[src/rtl/letter_sequencer.sv]
// -----------------------------------------------------------------------------
// letter_sequencer
//
// Scrolls the message "UFERSA" followed by NUM_DIGITS blanks across a bank of
// NUM_DIGITS seven-segment letter decoders. Each digit receives a 3-bit letter
// code: U=000 F=001 E=010 R=011 S=100 A=101, blank=111.
//
// Ports:
//   clk         in   system clock, rising edge
//   rst         in   synchronous active-high reset
//   start       in   pulse: (re)start scrolling from position 0
//   stop        in   pulse: return to idle, all digits blank
//   pause_tgl   in   pulse: toggle RUN <-> PAUSE
//   step        in   pulse: advance one position (PAUSE only)
//   digit_codes out  3*NUM_DIGITS letter codes, digit i at [3i+2:3i], digit 0 leftmost
//   running     out  high while in RUN (registered)
//   step_pulse  out  one-cycle pulse, coincident with the new position
//   wrap        out  one-cycle pulse when an advance lands on position 0
//
// Command handshake: all command inputs are single-cycle pulses sampled on the
// rising edge; when several coincide the priority is stop > start > pause_tgl
// > step. Outputs step_pulse/wrap act as a valid strobe with no ready.
// -----------------------------------------------------------------------------
module letter_sequencer #(
   parameter int NUM_DIGITS = 4,
   parameter int TICK_DIV   = 50000000
) (
   input  logic                      clk,
   input  logic                      rst,
   input  logic                      start,
   input  logic                      stop,
   input  logic                      pause_tgl,
   input  logic                      step,
   output logic [3*NUM_DIGITS-1:0]   digit_codes,
   output logic                      running,
   output logic                      step_pulse,
   output logic                      wrap
);

   localparam int L  = 6 + NUM_DIGITS;
   localparam int PW = $clog2(L);
   localparam int CW = $clog2(TICK_DIV);

   typedef enum logic [1:0] {
      IDLE  = 2'd0,
      RUN   = 2'd1,
      PAUSE = 2'd2
   } state_t;

   state_t          state, state_n;
   logic [PW-1:0]   pos, pos_n, pos_inc;
   logic [CW-1:0]   cnt, cnt_n;
   logic            adv;
   int              idx;

   assign pos_inc = (pos == PW'(L - 1)) ? '0 : pos + PW'(1);

   // Next-state / next-position / tick counter logic.
   always_comb begin
      state_n = state;
      pos_n   = pos;
      cnt_n   = cnt;
      adv     = 1'b0;
      case (state)
         IDLE: begin
            if (start) begin
               state_n = RUN;
               pos_n   = '0;
               cnt_n   = '0;
            end
         end
         RUN: begin
            if (stop) begin
               state_n = IDLE;
               pos_n   = '0;
               cnt_n   = '0;
            end else if (start) begin
               pos_n   = '0;
               cnt_n   = '0;
            end else if (pause_tgl) begin
               // Counter is frozen; a terminal count in this cycle is dropped.
               state_n = PAUSE;
            end else if (cnt == CW'(TICK_DIV - 1)) begin
               cnt_n   = '0;
               pos_n   = pos_inc;
               adv     = 1'b1;
            end else begin
               cnt_n   = cnt + CW'(1);
            end
         end
         PAUSE: begin
            if (stop) begin
               state_n = IDLE;
               pos_n   = '0;
               cnt_n   = '0;
            end else if (start) begin
               state_n = RUN;
               pos_n   = '0;
               cnt_n   = '0;
            end else if (pause_tgl) begin
               // Resume with the held count so the interrupted period completes.
               state_n = RUN;
            end else if (step) begin
               pos_n   = pos_inc;
               adv     = 1'b1;
            end
         end
         default: begin
            state_n = IDLE;
            pos_n   = '0;
            cnt_n   = '0;
         end
      endcase
   end

   always_ff @(posedge clk) begin
      if (rst) begin
         state      <= IDLE;
         pos        <= '0;
         cnt        <= '0;
         running    <= 1'b0;
         step_pulse <= 1'b0;
         wrap       <= 1'b0;
      end else begin
         state      <= state_n;
         pos        <= pos_n;
         cnt        <= cnt_n;
         running    <= (state_n == RUN);
         step_pulse <= adv;
         wrap       <= adv && (pos_n == '0);
      end
   end

   // Window of NUM_DIGITS letters starting at pos into the circular message.
   // pos < L and i < L, so one conditional subtraction gives the modulo.
   always_comb begin
      digit_codes = '1;
      idx         = 0;
      if (state != IDLE) begin
         for (int i = 0; i < NUM_DIGITS; i++) begin
            idx = int'(pos) + i;
            if (idx >= L) idx = idx - L;
            if (idx < 6) digit_codes[3*i +: 3] = 3'(idx);
            else         digit_codes[3*i +: 3] = 3'b111;
         end
      end
   end

endmodule

[config.mk]
export PLATFORM = sky130hd
export DESIGN_NAME = letter_sequencer
export DESIGN_NICKNAME = d
export VERILOG_FILES = /design/src/rtl/letter_sequencer.sv
export SDC_FILE = /design/constraint.sdc
export NUM_CORES = 1
export LEC_CHECK = 0
export BUFFER_PORTS_ARGS = -buffer_cell sky130_fd_sc_hd__buf_2
export CORE_MARGIN = 2
export CORE_UTILIZATION = 50
export CTS_BUF_LIST = sky130_fd_sc_hd__clkbuf_4 sky130_fd_sc_hd__clkbuf_8
export DETAILED_ROUTE_END_ITERATION = 6
export GPL_TIMING_DRIVEN = 0
export PLACE_DENSITY = 0.76
export SLEW_MARGIN = 20
export SYNTH_ARGS = -nofsm -noshare
export SYNTH_HDL_FRONTEND = slang
export SYNTH_SLANG_ARGS = --single-unit
[constraint.sdc]
create_clock -name clk -period 5 [get_ports clk]
set_clock_uncertainty 0.1 [all_clocks]
set_input_delay 0.25 -clock clk [delete_from_list [all_inputs] [get_ports clk]]
set_output_delay 0.25 -clock clk [all_outputs]
set_load 0.1 [all_outputs]
Word level (Yosys, flattened, before mapping)
Index checks and enable logic that the tools add are counted.
{"block": "totals", "register_bits": 35, "inputBits": 6, "out_inout_bits": 15, "word_cells": 81}
{"block": "classes", "n_addsub": 9, "order_cmp": 8, "eq_ne": 6, "mux": 48, "n_reduce_logical": 4}
{"op": "$mux W32", "n": 8}
{"op": "$mux W26", "n": 6}
{"op": "$lt A32 B4 Y1 const B", "n": 4}
{"op": "$pmux W26 S3", "n": 1}
{"op": "$mux W4", "n": 10}
{"op": "$add A26 B1 Y26 const B", "n": 1}
{"op": "$eq A26 B26 Y1 const B", "n": 1}
{"op": "$sub A5 B4 Y6 const B", "n": 3}
{"op": "$ge A5 B4 Y1 const B", "n": 3}
{"op": "$mux W2", "n": 7}
{"op": "$mux W12", "n": 1}
{"op": "$mux W3", "n": 4}
{"op": "$pmux W4 S3", "n": 1}
{"op": "$add A4 B2 Y5 const B", "n": 2}
{"op": "$mux W1", "n": 8}
{"op": "$pmux W2 S3", "n": 1}
{"op": "$add A4 B1 Y5 const B", "n": 1}
{"op": "$sub A4 B4 Y5 const B", "n": 1}
{"op": "$add A4 B1 Y4 const B", "n": 1}
{"op": "$eq A2 B1 Y1 const B", "n": 2}
{"op": "$eq A4 B4 Y1 const B", "n": 1}
{"op": "$ge A4 B4 Y1 const B", "n": 1}
{"op": "$logic_not A4 Y1", "n": 1}
{"op": "$ne A4 B4 Y1 const B", "n": 1}
{"op": "5 further kinds", "n": 5}

Logic depth before layout (Yosys ltp)
{"block": "depth", "word_depth": 9, "mapped_depth": 14, "ltp_nobuf": 12}

Worst setup path after synthesis
No wires, ideal clock.
{"block": "synth_path", "path_type": "reg2out", "from": "register pos[1]", "to": "output digit_codes[5]", "arrival_ns": 3.527, "required_ns": 4.650, "slack_ns": 1.123, "path_stages_with_launch": 7, "n_path_buf": 1, "path_cell_list": "dfxtp_1 -> clkbuf_1 -> clkinv_1 -> ha_1 -> clkinv_1 -> ha_1 -> o221ai_1"}
{"block": "synth_between", "elab_chain_cells": 7, "elab_cells_between_ends": 8, "classes_between": "2 x add/sub; 2 x order compare; 4 x mux"}
{"item": "start: declaration", "line_no": "51", "rtl": "logic [PW-1:0] pos, pos_n, pos_inc;"}
{"item": "start signal: assignment", "line_no": "126", "rtl": "pos <= pos_n;"}
{"item": "$add A4 B1 Y5 *", "line_no": "141", "rtl": "idx = int'(pos) + i;"}
{"item": "$sub A5 B4 Y6 / $ge A5 B4 Y1 (equally long branches)", "line_no": "142", "rtl": "if (idx >= L) idx = idx - L;"}
{"item": "$mux W32 *", "line_no": "142"}
{"item": "$mux W32 *", "line_no": "139", "rtl": "if (state != IDLE) begin"}
{"item": "$lt A32 B4 Y1", "line_no": "143", "rtl": "if (idx < 6) digit_codes[3*i +: 3] = 3'(idx);"}
{"item": "$mux W3 *", "line_no": "143"}
{"item": "$mux W12 *", "line_no": "139"}
{"item": "end: declaration", "line_no": "34", "rtl": "output logic [3*NUM_DIGITS-1:0] digit_codes,"}
Mark *: on every way between the ends. The rest lies on a longest branch, timed or not. The select of a mux whose other input is x is not followed.

Worst setup path after layout
{"block": "layout_path", "from": "register pos[0]", "to": "output digit_codes[5]"}
Same word-level chain as after synthesis.

==> impl_metrics.toml <==
[timing]
min_period_ns = 4.50
max_freq_mhz = 222
hold_viol_final = 0
rsz0062_at_grt = "no"
fin_setup_tns_ns = 0
fin_ws_ns = 0.502
slew_violations = 0
setup_viol = 0
tightest_slew_ns = 0.984
hold_slack_ns = 0.157
slew_headroom_pct = 33.9
finalCritPeriodShare_pct = 90.0

[cts]
clk_path_buf_depth = 2
cts.sinks = 35
cts_buffers = 5
cts_max_level = 2
path_clk_slew_ns = 0.08
post_cts_buffers = 0
clock-root-buffer = "clkbuf_8"
tritoncts = "done"
post_cts_resized = 0
postCtsHoldBufs = 0
clock_latency_ns = 0.29

[finish]
antenna_cells = 0
stdcell_count = 544
design_area_um2 = 3510
area_growth_pct = 8.34
fin_nets = 491
final_common_cell = "nand2_1"
drive_gt1_share_pct = 10.1
fin_util_pct = 55.6
layout_common_cells = "nand2_1 (41), a21oi_1 (39), dfxtp_1 (35), nor2_1 (28), nor3_1 (24)"

[worst_setup_path]
worst_setup_path_start_kind = "flip-flop"
worstPathArrival_ns = 4.15
critPathMaxFanout = 10
worstPathRequired_ns = 4.65
worstSetupPathType = "flip-flop to output pin"
end_kind = "output pin"

[synth]
synth_top_area_share_pct = 21.6
synth_nets = 466
synth_edf_count = 0
synth_top_cell_by_area = "dfxtp_1"
synth.cell_area_um2 = 3240
yosys_warnings = 0
synthCells = 441
ys_seq_elements = 35
ys_types = 69
synth_area_per_cell_um2 = 7.35
async_flop_share_pct = 0
ys_seq_area_share_pct = 21.6
synth_area_leaders = "dfxtp_1 (22%), ha_1 (7.3%), a21oi_1 (6.0%)"
synth_flop_cell = "dfxtp_1"

[placed_design]
dp_cells = 536
place_congestion = 0.928
hpwl_um = 6890
pre_cts_slack_ns = 0.908
port-buffer-count = 18
place_area_um2 = 3430

[pwr]
power.total_uw = 631
powerDensity_nw_per_um2 = 180
peakVddDrop_v = 0.000160
leakagePower_nw = 1.16

[route]
drt-initial-drc-count = 276
totalWireLength_um = 9620
first_pass_iters = 5
vias_per_cell = 6.76
wire_per_inst_um = 17.7
drc = 0
vias = 3679
ant_nets = 0

[global_route]
met3_usage_pct = 4.82
antenna_found_initial = 0
grt_util_all_layers_pct = 26.5
grt.busiest_layer = "met2"
grt_pass1_vias = 3351
grt_pass1_wl_um = 15900
grt_max_degree = 14
met1_usage_pct = 34.3
grt-ovfl-total = 0
met2_usage_pct = 44.2

[floorplanning]
core_area_um2 = 6310
die_y_um = 84.5
fp-row-count = 29
start_util_pct = 51.3
dieWidth_um = 84.5
io_pins = 21
die_area_um2 = 7140

[run]
maxCapViolCount = 0

[worst_hold_path]
hp-class = "input port to flip-flop"

[outcome]
status = "finished clean"
==> final cells by class <==
| cell class | instances | area [um2] |
|---|---|---|
| Buffer | 27 | 111 |
| Clock buffer | 5 | 68.8 |
| Clock inverter | 3 | 15.0 |
| Fill cell | 628 | 2800 |
| Inverter | 21 | 78.8 |
| Multi-Input combinational cell | 358 | 2350 |
| Sequential cell | 35 | 701 |
| Tap cell | 77 | 96.3 |
| Timing Repair Buffer | 18 | 90.1 |
==> cells by family (layout without fill, tap and decap cells) <==
family | Yosys count | after routing | synth area share [%]
xor gates and xnor gates | 7 | 7 | 1.89
and+or+nand+nor | 177 | 177 | 30.6
AOI/OAI and AO/OA | 150 | 150 | 31.0
muxes | 5 | 5 | 1.70
buffers and inverters | 48 | 74 | 5.87
adders and majority gates | 19 | 19 | 7.34
DFF | 35 | 35 | 21.6
==> cells in the mapped netlist (6+ instances only) <==
cell and instances:
o32ai_1 6, xnor2_1 6, clkbuf_1 22, nand3_1 11
o21ai_0 15, a31oi_1 8, dfxtp_1 35, or3_1 7
inv_1 18, nand4_1 10, a21o_1 6, nor2b_1 6
nor3_1 24, nand3b_1 6, a21oi_1 39, a211oi_1 9
nor4_1 7, a41oi_1 7, a22oi_1 8, nand2_1 41
ha_1 19, o21ai_1 14, nor2_1 28
==> path summary, 6_finish.rpt <==
| path | from | endpoint | slack [ns] | depth (start not counted) |
|---|---|---|---|---|
| worst max-delay path | pos[0] | digit_codes[5] | 0.50 | 11 |
| worst min-delay path | rst | pos[1] | 0.16 | 3 |
| worst max register to register | pos[0] | wrap | 1.75 | 8 |
| worst min register to register | cnt[5] | cnt[5] | 0.41 | 2 |
==> metal layers <==
metal | vias up | part of all wire [%]
met5 | - | 0
met2 | 199 | 48
met4 | 0 | 1.7
met3 | 17 | 8.8
met1 | 1734 | 42
li1 | 1729 | -
==> worst max-delay path: stages (launching register included) <==
cell	delay [ns]
dfxtp_1	0.41
clkbuf_1	0.27
clkbuf_1	0.49
inv_1	0.26
ha_1	0.51
clkinv_1	0.32
ha_1	0.40
or3_1	0.36
a31oi_1	0.14
o32ai_1	0.13
o221ai_1	0.10
buf_2	0.45
==> flip-flops by register name (all words and copies together), names as in the netlist <==
name,count
cnt,26
running,1
state,2
pos,4
step_pulse,1
wrap,1
==> power by group <==
| part | leakage [nW] | internal [mW] | switching (mW) | total, mW |
|---|---|---|---|---|
| sequential | 0.282 | 0.280 | 0.00127 | 0.282 |
| combinational | 0.831 | 0.0297 | 0.116 | 0.146 |
| clock | 0.0477 | 0.0954 | 0.109 | 0.204 |
| total | 1.16 | 0.405 | 0.226 | 0.631 |
No activity file was read; power rests on OpenSTA's default activity.
